**src/rtl/ddr3_mem_pkg.sv**
```systemverilog
// Shared types and widths for the DDR3 request arbiter slice.
package ddr3_mem_pkg;

    typedef enum logic [1:0] {ARB, ISSUE, REF} arb_state_t;

    localparam logic CMD_READ  = 1'b1;
    localparam logic CMD_WRITE = 1'b0;

    localparam int DDR3_BA_W    = 3;
    localparam int DDR3_ADDR_W  = 15;
    localparam int DDR3_BURST_W = 64;

    typedef struct packed {
        logic                    cmd;
        logic [DDR3_BA_W-1:0]    ba;
        logic [DDR3_ADDR_W-1:0]  addr;
        logic [DDR3_BURST_W-1:0] wdata;
    } ddr3_cmd_t;

endpackage

```
**src/rtl/ddr3_refresh_timer.sv**
```systemverilog
// Refresh interval counter with saturating postponed-refresh count and sticky overflow.
module ddr3_refresh_timer
    import ddr3_mem_pkg::*;
#(
    parameter int TREFI_CYC    = 7800,
    parameter int REF_MAX_POST = 8
) (
    input  logic       cpu_clk,
    input  logic       RESET_N,
    input  logic       ref_done,
    output logic [3:0] pending,
    output logic       overflow
);

    localparam int CNT_W = $clog2(TREFI_CYC);

    logic [CNT_W-1:0] cnt_q, cnt_d;
    logic [3:0]       pend_q, pend_d;
    logic             ovf_q, ovf_d;
    logic             tick;

    assign tick = (cnt_q == CNT_W'(TREFI_CYC - 1));

    always_comb begin
        cnt_d  = tick ? '0 : cnt_q + 1'b1;
        pend_d = pend_q;
        ovf_d  = ovf_q;
        // A tick and a completed refresh in the same cycle cancel out.
        if (tick && !ref_done) begin
            if (pend_q != 4'(REF_MAX_POST)) pend_d = pend_q + 4'd1;
        end else if (!tick && ref_done && pend_q != 4'd0) begin
            pend_d = pend_q - 4'd1;
        end
        if (tick && pend_q == 4'(REF_MAX_POST)) ovf_d = 1'b1;
    end

    always_ff @(posedge cpu_clk or negedge RESET_N) begin
        if (!RESET_N) begin
            cnt_q  <= '0;
            pend_q <= '0;
            ovf_q  <= 1'b0;
        end else begin
            cnt_q  <= cnt_d;
            pend_q <= pend_d;
            ovf_q  <= ovf_d;
        end
    end

    assign pending  = pend_q;
    assign overflow = ovf_q;

endmodule

```
**src/rtl/ddr3_req_arbiter.sv**
```systemverilog
// Round-robin command arbiter in front of the DDR3 controller, with refresh scheduling
// enabled by defining DDR3_ARB_REFRESH_EN.
module ddr3_req_arbiter
    import ddr3_mem_pkg::*;
#(
    parameter int NUM_REQ      = 4,
    parameter int TREFI_CYC    = 7800,
    parameter int REF_MAX_POST = 8
) (
    input  logic                                      cpu_clk,
    input  logic                                      RESET_N,
    input  logic [NUM_REQ-1:0]                        req_valid,
    input  logic [NUM_REQ-1:0]                        req_cmd,
    input  logic [NUM_REQ-1:0][DDR3_BA_W-1:0]         req_ba,
    input  logic [NUM_REQ-1:0][DDR3_ADDR_W-1:0]       req_addr,
    input  logic [NUM_REQ-1:0][DDR3_BURST_W-1:0]      req_wdata,
    output logic [NUM_REQ-1:0]                        req_gnt,
    output logic                                      cont_valid,
    output logic                                      cont_cmd,
    output logic [DDR3_BA_W-1:0]                      cont_ba,
    output logic [DDR3_ADDR_W-1:0]                    cont_addr,
    output logic [DDR3_BURST_W-1:0]                   cont_wdata,
    input  logic                                      cont_rdy,
    output logic                                      ref_req,
    input  logic                                      ref_ack,
    output logic [3:0]                                ref_pending,
    output logic                                      ref_overflow
);

    localparam int PTR_W = $clog2(NUM_REQ);

    arb_state_t         state_q, state_d;
    logic [PTR_W-1:0]   ptr_q, ptr_d, win_q, win_d, win_c;
    ddr3_cmd_t          cmd_q, cmd_d;
    logic               vld_q, vld_d;
    logic [NUM_REQ-1:0] gnt_q, gnt_d;
    logic               ref_full, ref_any;

    function automatic logic [PTR_W-1:0] rr_pick(input logic [NUM_REQ-1:0] vld,
                                                 input logic [PTR_W-1:0]   ptr);
        logic [PTR_W-1:0] win;
        logic             found;
        int               idx;
        win   = '0;
        found = 1'b0;
        for (int i = 0; i < NUM_REQ; i++) begin
            idx = (int'(ptr) + i) % NUM_REQ;
            if (!found && vld[idx]) begin
                win   = PTR_W'(idx);
                found = 1'b1;
            end
        end
        return win;
    endfunction

    assign win_c = rr_pick(req_valid, ptr_q);

`ifdef DDR3_ARB_REFRESH_EN
    logic ref_done;
    assign ref_done = (state_q == REF) && ref_ack;
    assign ref_req  = (state_q == REF);

    ddr3_refresh_timer #(
        .TREFI_CYC    (TREFI_CYC),
        .REF_MAX_POST (REF_MAX_POST)
    ) u_ref_timer (
        .cpu_clk  (cpu_clk),
        .RESET_N  (RESET_N),
        .ref_done (ref_done),
        .pending  (ref_pending),
        .overflow (ref_overflow)
    );
`else
    assign ref_req      = 1'b0;
    assign ref_pending  = 4'd0;
    assign ref_overflow = 1'b0;
`endif

    assign ref_full = (ref_pending == 4'(REF_MAX_POST));
    assign ref_any  = |ref_pending;

    always_comb begin
        state_d = state_q;
        ptr_d   = ptr_q;
        win_d   = win_q;
        cmd_d   = cmd_q;
        vld_d   = vld_q;
        gnt_d   = '0;
        case (state_q)
            ARB: begin
                // Skip the cycle the grant pulse is out: the winner's req_valid is still high.
                if (gnt_q == '0) begin
                    if (ref_full) begin
                        state_d = REF;
                    end else if (|req_valid) begin
                        win_d   = win_c;
                        cmd_d   = '{cmd:   req_cmd[win_c],   ba:    req_ba[win_c],
                                    addr:  req_addr[win_c],  wdata: req_wdata[win_c]};
                        vld_d   = 1'b1;
                        state_d = ISSUE;
                    end else if (ref_any) begin
                        state_d = REF;
                    end
                end
            end
            ISSUE: begin
                if (vld_q && cont_rdy) begin
                    gnt_d[win_q] = 1'b1;
                    vld_d        = 1'b0;
                    ptr_d        = (win_q == PTR_W'(NUM_REQ - 1)) ? '0 : win_q + 1'b1;
                    state_d      = ARB;
                end
            end
            REF: begin
                if (ref_ack) state_d = ARB;
            end
            default: state_d = ARB;
        endcase
    end

    always_ff @(posedge cpu_clk or negedge RESET_N) begin
        if (!RESET_N) begin
            state_q <= ARB;
            ptr_q   <= '0;
            win_q   <= '0;
            cmd_q   <= '0;
            vld_q   <= 1'b0;
            gnt_q   <= '0;
        end else begin
            state_q <= state_d;
            ptr_q   <= ptr_d;
            win_q   <= win_d;
            cmd_q   <= cmd_d;
            vld_q   <= vld_d;
            gnt_q   <= gnt_d;
        end
    end

    assign req_gnt    = gnt_q;
    assign cont_valid = vld_q;
    assign cont_cmd   = cmd_q.cmd;
    assign cont_ba    = cmd_q.ba;
    assign cont_addr  = cmd_q.addr;
    assign cont_wdata = cmd_q.wdata;

endmodule

```
**config.mk**
```make
export PLATFORM = sky130hd
export DESIGN_NAME = ddr3_req_arbiter
export DESIGN_NICKNAME = d
export VERILOG_FILES = /design/src/rtl/ddr3_mem_pkg.sv /design/src/rtl/ddr3_refresh_timer.sv /design/src/rtl/ddr3_req_arbiter.sv
export SDC_FILE = /design/constraint.sdc
export NUM_CORES = 1
export LEC_CHECK = 0
export ABC_AREA = 1
export BUFFER_PORTS_ARGS = -buffer_cell sky130_fd_sc_hd__buf_2
export CORE_AREA = 4 4 166 168
export DETAILED_ROUTE_END_ITERATION = 12
export DIE_AREA = 0 0 170 172
export PLACE_DENSITY_LB_ADDON = 0.05
export SKIP_CTS_REPAIR_TIMING = 1
export SYNTH_ARGS = -nofsm -noshare
export SYNTH_HDL_FRONTEND = slang
export SYNTH_SLANG_ARGS = --single-unit
```
**constraint.sdc**
```tcl
create_clock -name cpu_clk -period 4.25 [get_ports cpu_clk]
set_input_delay 0.85 -clock cpu_clk [delete_from_list [all_inputs] [get_ports cpu_clk]]
set_output_delay 0.85 -clock cpu_clk [all_outputs]
set_load 0.1 [all_outputs]
```
==> impl_metrics.csv <==
group,metric,value,unit
status,status,"complete, no violations",
floorplan,start_util,25.2,%
yosys,synth.most_common_cell,"nand2_1",
grt,grt_overflow,0,
setup_path,path_class,"in -> reg",
yosys,synth.avg_cell_area,6.24,um^2
clock_tree,cts_root_buf,"clkbuf_16",
setup_path,required,4.49,ns
grt,grt_usage,19.5,%
placement,gp_congestion,0.815,
grt,antenna_found_initial,3,
yosys,syn_area,6530,um^2
floorplan,ios,434,
yosys,yosysSeqAreaShare,35.3,%
floorplan,dieWidth,170,um
clock_tree,worstSkewPairLatency,0.35,ns
yosys,synth_top_area_cell,"dfrtp_1",
yosys,synthDominantCellAreaShare,35.3,%
yosys,synth-edff-count,0,
routing,via_per_inst,4.68,
yosys,synth_common_cells,"nand2_1, nand3_1, dfrtp_1, buf_2, nor2_1",
setup_path,critPathLaunchType,"primary input",
placement,port_buffers,426,
timing,fin_setup_tns,0,ns
yosys,netlist_top_cells_area,"dfrtp_1, nand2_1, nand3_1",
placement,dpl.hpwl,21.6,mm
timing,hold_slack,0.474,ns
timing,rsz0062_at_grt,"false",
routing,routed_wl,30.3,mm
routing,drc,0,
timing,fin_crit_sh,68.3,%
grt,grt_pass1_vias,8017,
clock_tree,cts_tree,"built",
yosys,ys.flop_type,"dfrtp_1",
setup_path,cp_max_fo,35,
flow_run,cap_violations,0,
floorplan,rows,59,
floorplan,core,25900,um^2
yosys,ys_types,26,
timing,setup_violations,0,
grt,grt_pass1_wl,44.9,mm
timing,fmax,0.344,GHz
routing,routedWlPerCell,17.3,um
clock_tree,cts_buffer_depth,2,
routing,dr.first_iter.drc_count,468,
yosys,synthCells,1046,
grt,grt_max_degree,167,
routing,vias,8222,
floorplan,die_height,172,um
timing,worst_pin_slew,1.01,ns
timing,fin_crit,2.90,ns
timing,slew_violations,0,
final_layout,fin_nets,1756,
yosys,yosysWarnings,0,
routing,drtPass1Iterations,6,
clock_tree,cts_buffers,9,
clock_tree,cts_sinks,92,
final_layout,area_growth_syn_to_layout,40.2,%
setup_path,arrival,3.14,ns
timing,skew,0.0111,ns
yosys,async_reset_ff_share,100,%
clock_tree,clkSlewWorstSetupHoldPaths,0.07,ns
timing,hold_viol_final,0,
final_layout,drive_above_1_share,32.9,%
worst_hold_path,hold_class,"reg -> reg",
floorplan,die-area,29200,um^2
clock_tree,cts.htree.levels,3,
routing,final_antenna_net_count,0,
timing,slew_headroom,32.6,%
yosys,synth_seq_cells,92,
setup_path,endpoint_kind,"register",
[worst max-delay path, stage by stage]
cell and delay, ns:
buf_2 0.11, inv_1 0.05, o21ai_1 0.20, nand2_1 0.12, nand2_2 0.10, inv_2 0.06
nand3_1 0.11, nand3_4 0.11, nor2_4 0.77, inv_2 0.34, nor2_1 0.23, nor2_1 0.06
[final timing paths]
kind                                               to  cells after the start  slack, ns                       from
setup / recovery           cont_wdata[52]$_DFFE_PN0P_                     12       1.35               req_valid[3]
hold / removal              cont_wdata[3]$_DFFE_PN0P_                      2       0.47  cont_wdata[3]$_DFFE_PN0P_
setup reg to reg           cont_wdata[52]$_DFFE_PN0P_                     12       1.45       ptr_q[0]$_DFFE_PN0P_
hold reg to reg             cont_wdata[3]$_DFFE_PN0P_                      2       0.47  cont_wdata[3]$_DFFE_PN0P_
max in group asynchronous  cont_wdata[19]$_DFFE_PN0P_                      2       2.65                    RESET_N
min in group asynchronous  cont_wdata[38]$_DFFE_PN0P_                      1       0.64                    RESET_N
[cell usage in the layout, fill, tap and decap left out, types with 2 or more instances in the layout]
master,Yosys,routed
buf_12,0,3
inv_1,12,12
inv_2,4,4
ha_1,4,4
conb_1,1,6
nor2_1,38,38
buf_2,53,425
diode_2,0,3
o21ai_0,17,17
a21oi_1,3,3
bufinv_16,0,2
nand2_8,0,2
inv_6,0,3
nand3_1,321,321
clkbuf_16,0,9
dfrtp_1,92,92
buf_4,13,10
nand2_1,453,453
[logic make-up after synthesis]
kind of cell	count (synthesis)	share of synthesized area, %
simple gates	822	54.2
buf+inv	106	8.12
flops	92	35.3
compound gates	21	1.61
fa+ha+maj	4	0.766
other cells	1	0.0574
[through the flow]
stage / utilization, % / setup slack [ns] / instance area, um^2 / cells
final: 35.3 / 1.35 / 9150 / 1755
after global routing: 35.3 / 0.988 / 9150 / 1755
after CTS: 35.3 / 1.25 / 9150 / 1752
after detailed placement: 34.0 / 0.878 / 8810 / 1736
after global placement: 34.0 / 0.913 / 8810 / 1736
after floorplan: - / 2.01 / 6550 / 1051
[routing by layer]
| layer | routed length, um | track usage, % |
|---|---|---|
| met4 | 384 | 4.31 |
| met1 | 12400 | 24.5 |
| met5 | 0 | 0 |
| met2 | 15000 | 34.4 |
| met3 | 2450 | 4.25 |
[flip-flops by register name (all words and copies together) (netlist names)]
register    count
cont_addr      15
cont_wdata     64
ptr_q           2
req_gnt         4
cont_valid      1
cont_ba         3
cont_cmd        1
win_q           2
[cell type report]
cell class                      instances  area [um^2]
Inverter                               18         70.1
Multi-Input combinational cell        853         3760
Tap cell                              335          419
Fill cell                            2942        16800
Timing Repair Buffer                  438         2260
Sequential cell                        92         2300
Antenna cell                            3         7.51
Clock inverter                          6         93.8
Clock buffer                           10          239
Power is not shown: default switching activity piles up to over one toggle a cycle in this logic, so the estimate is an artifact.
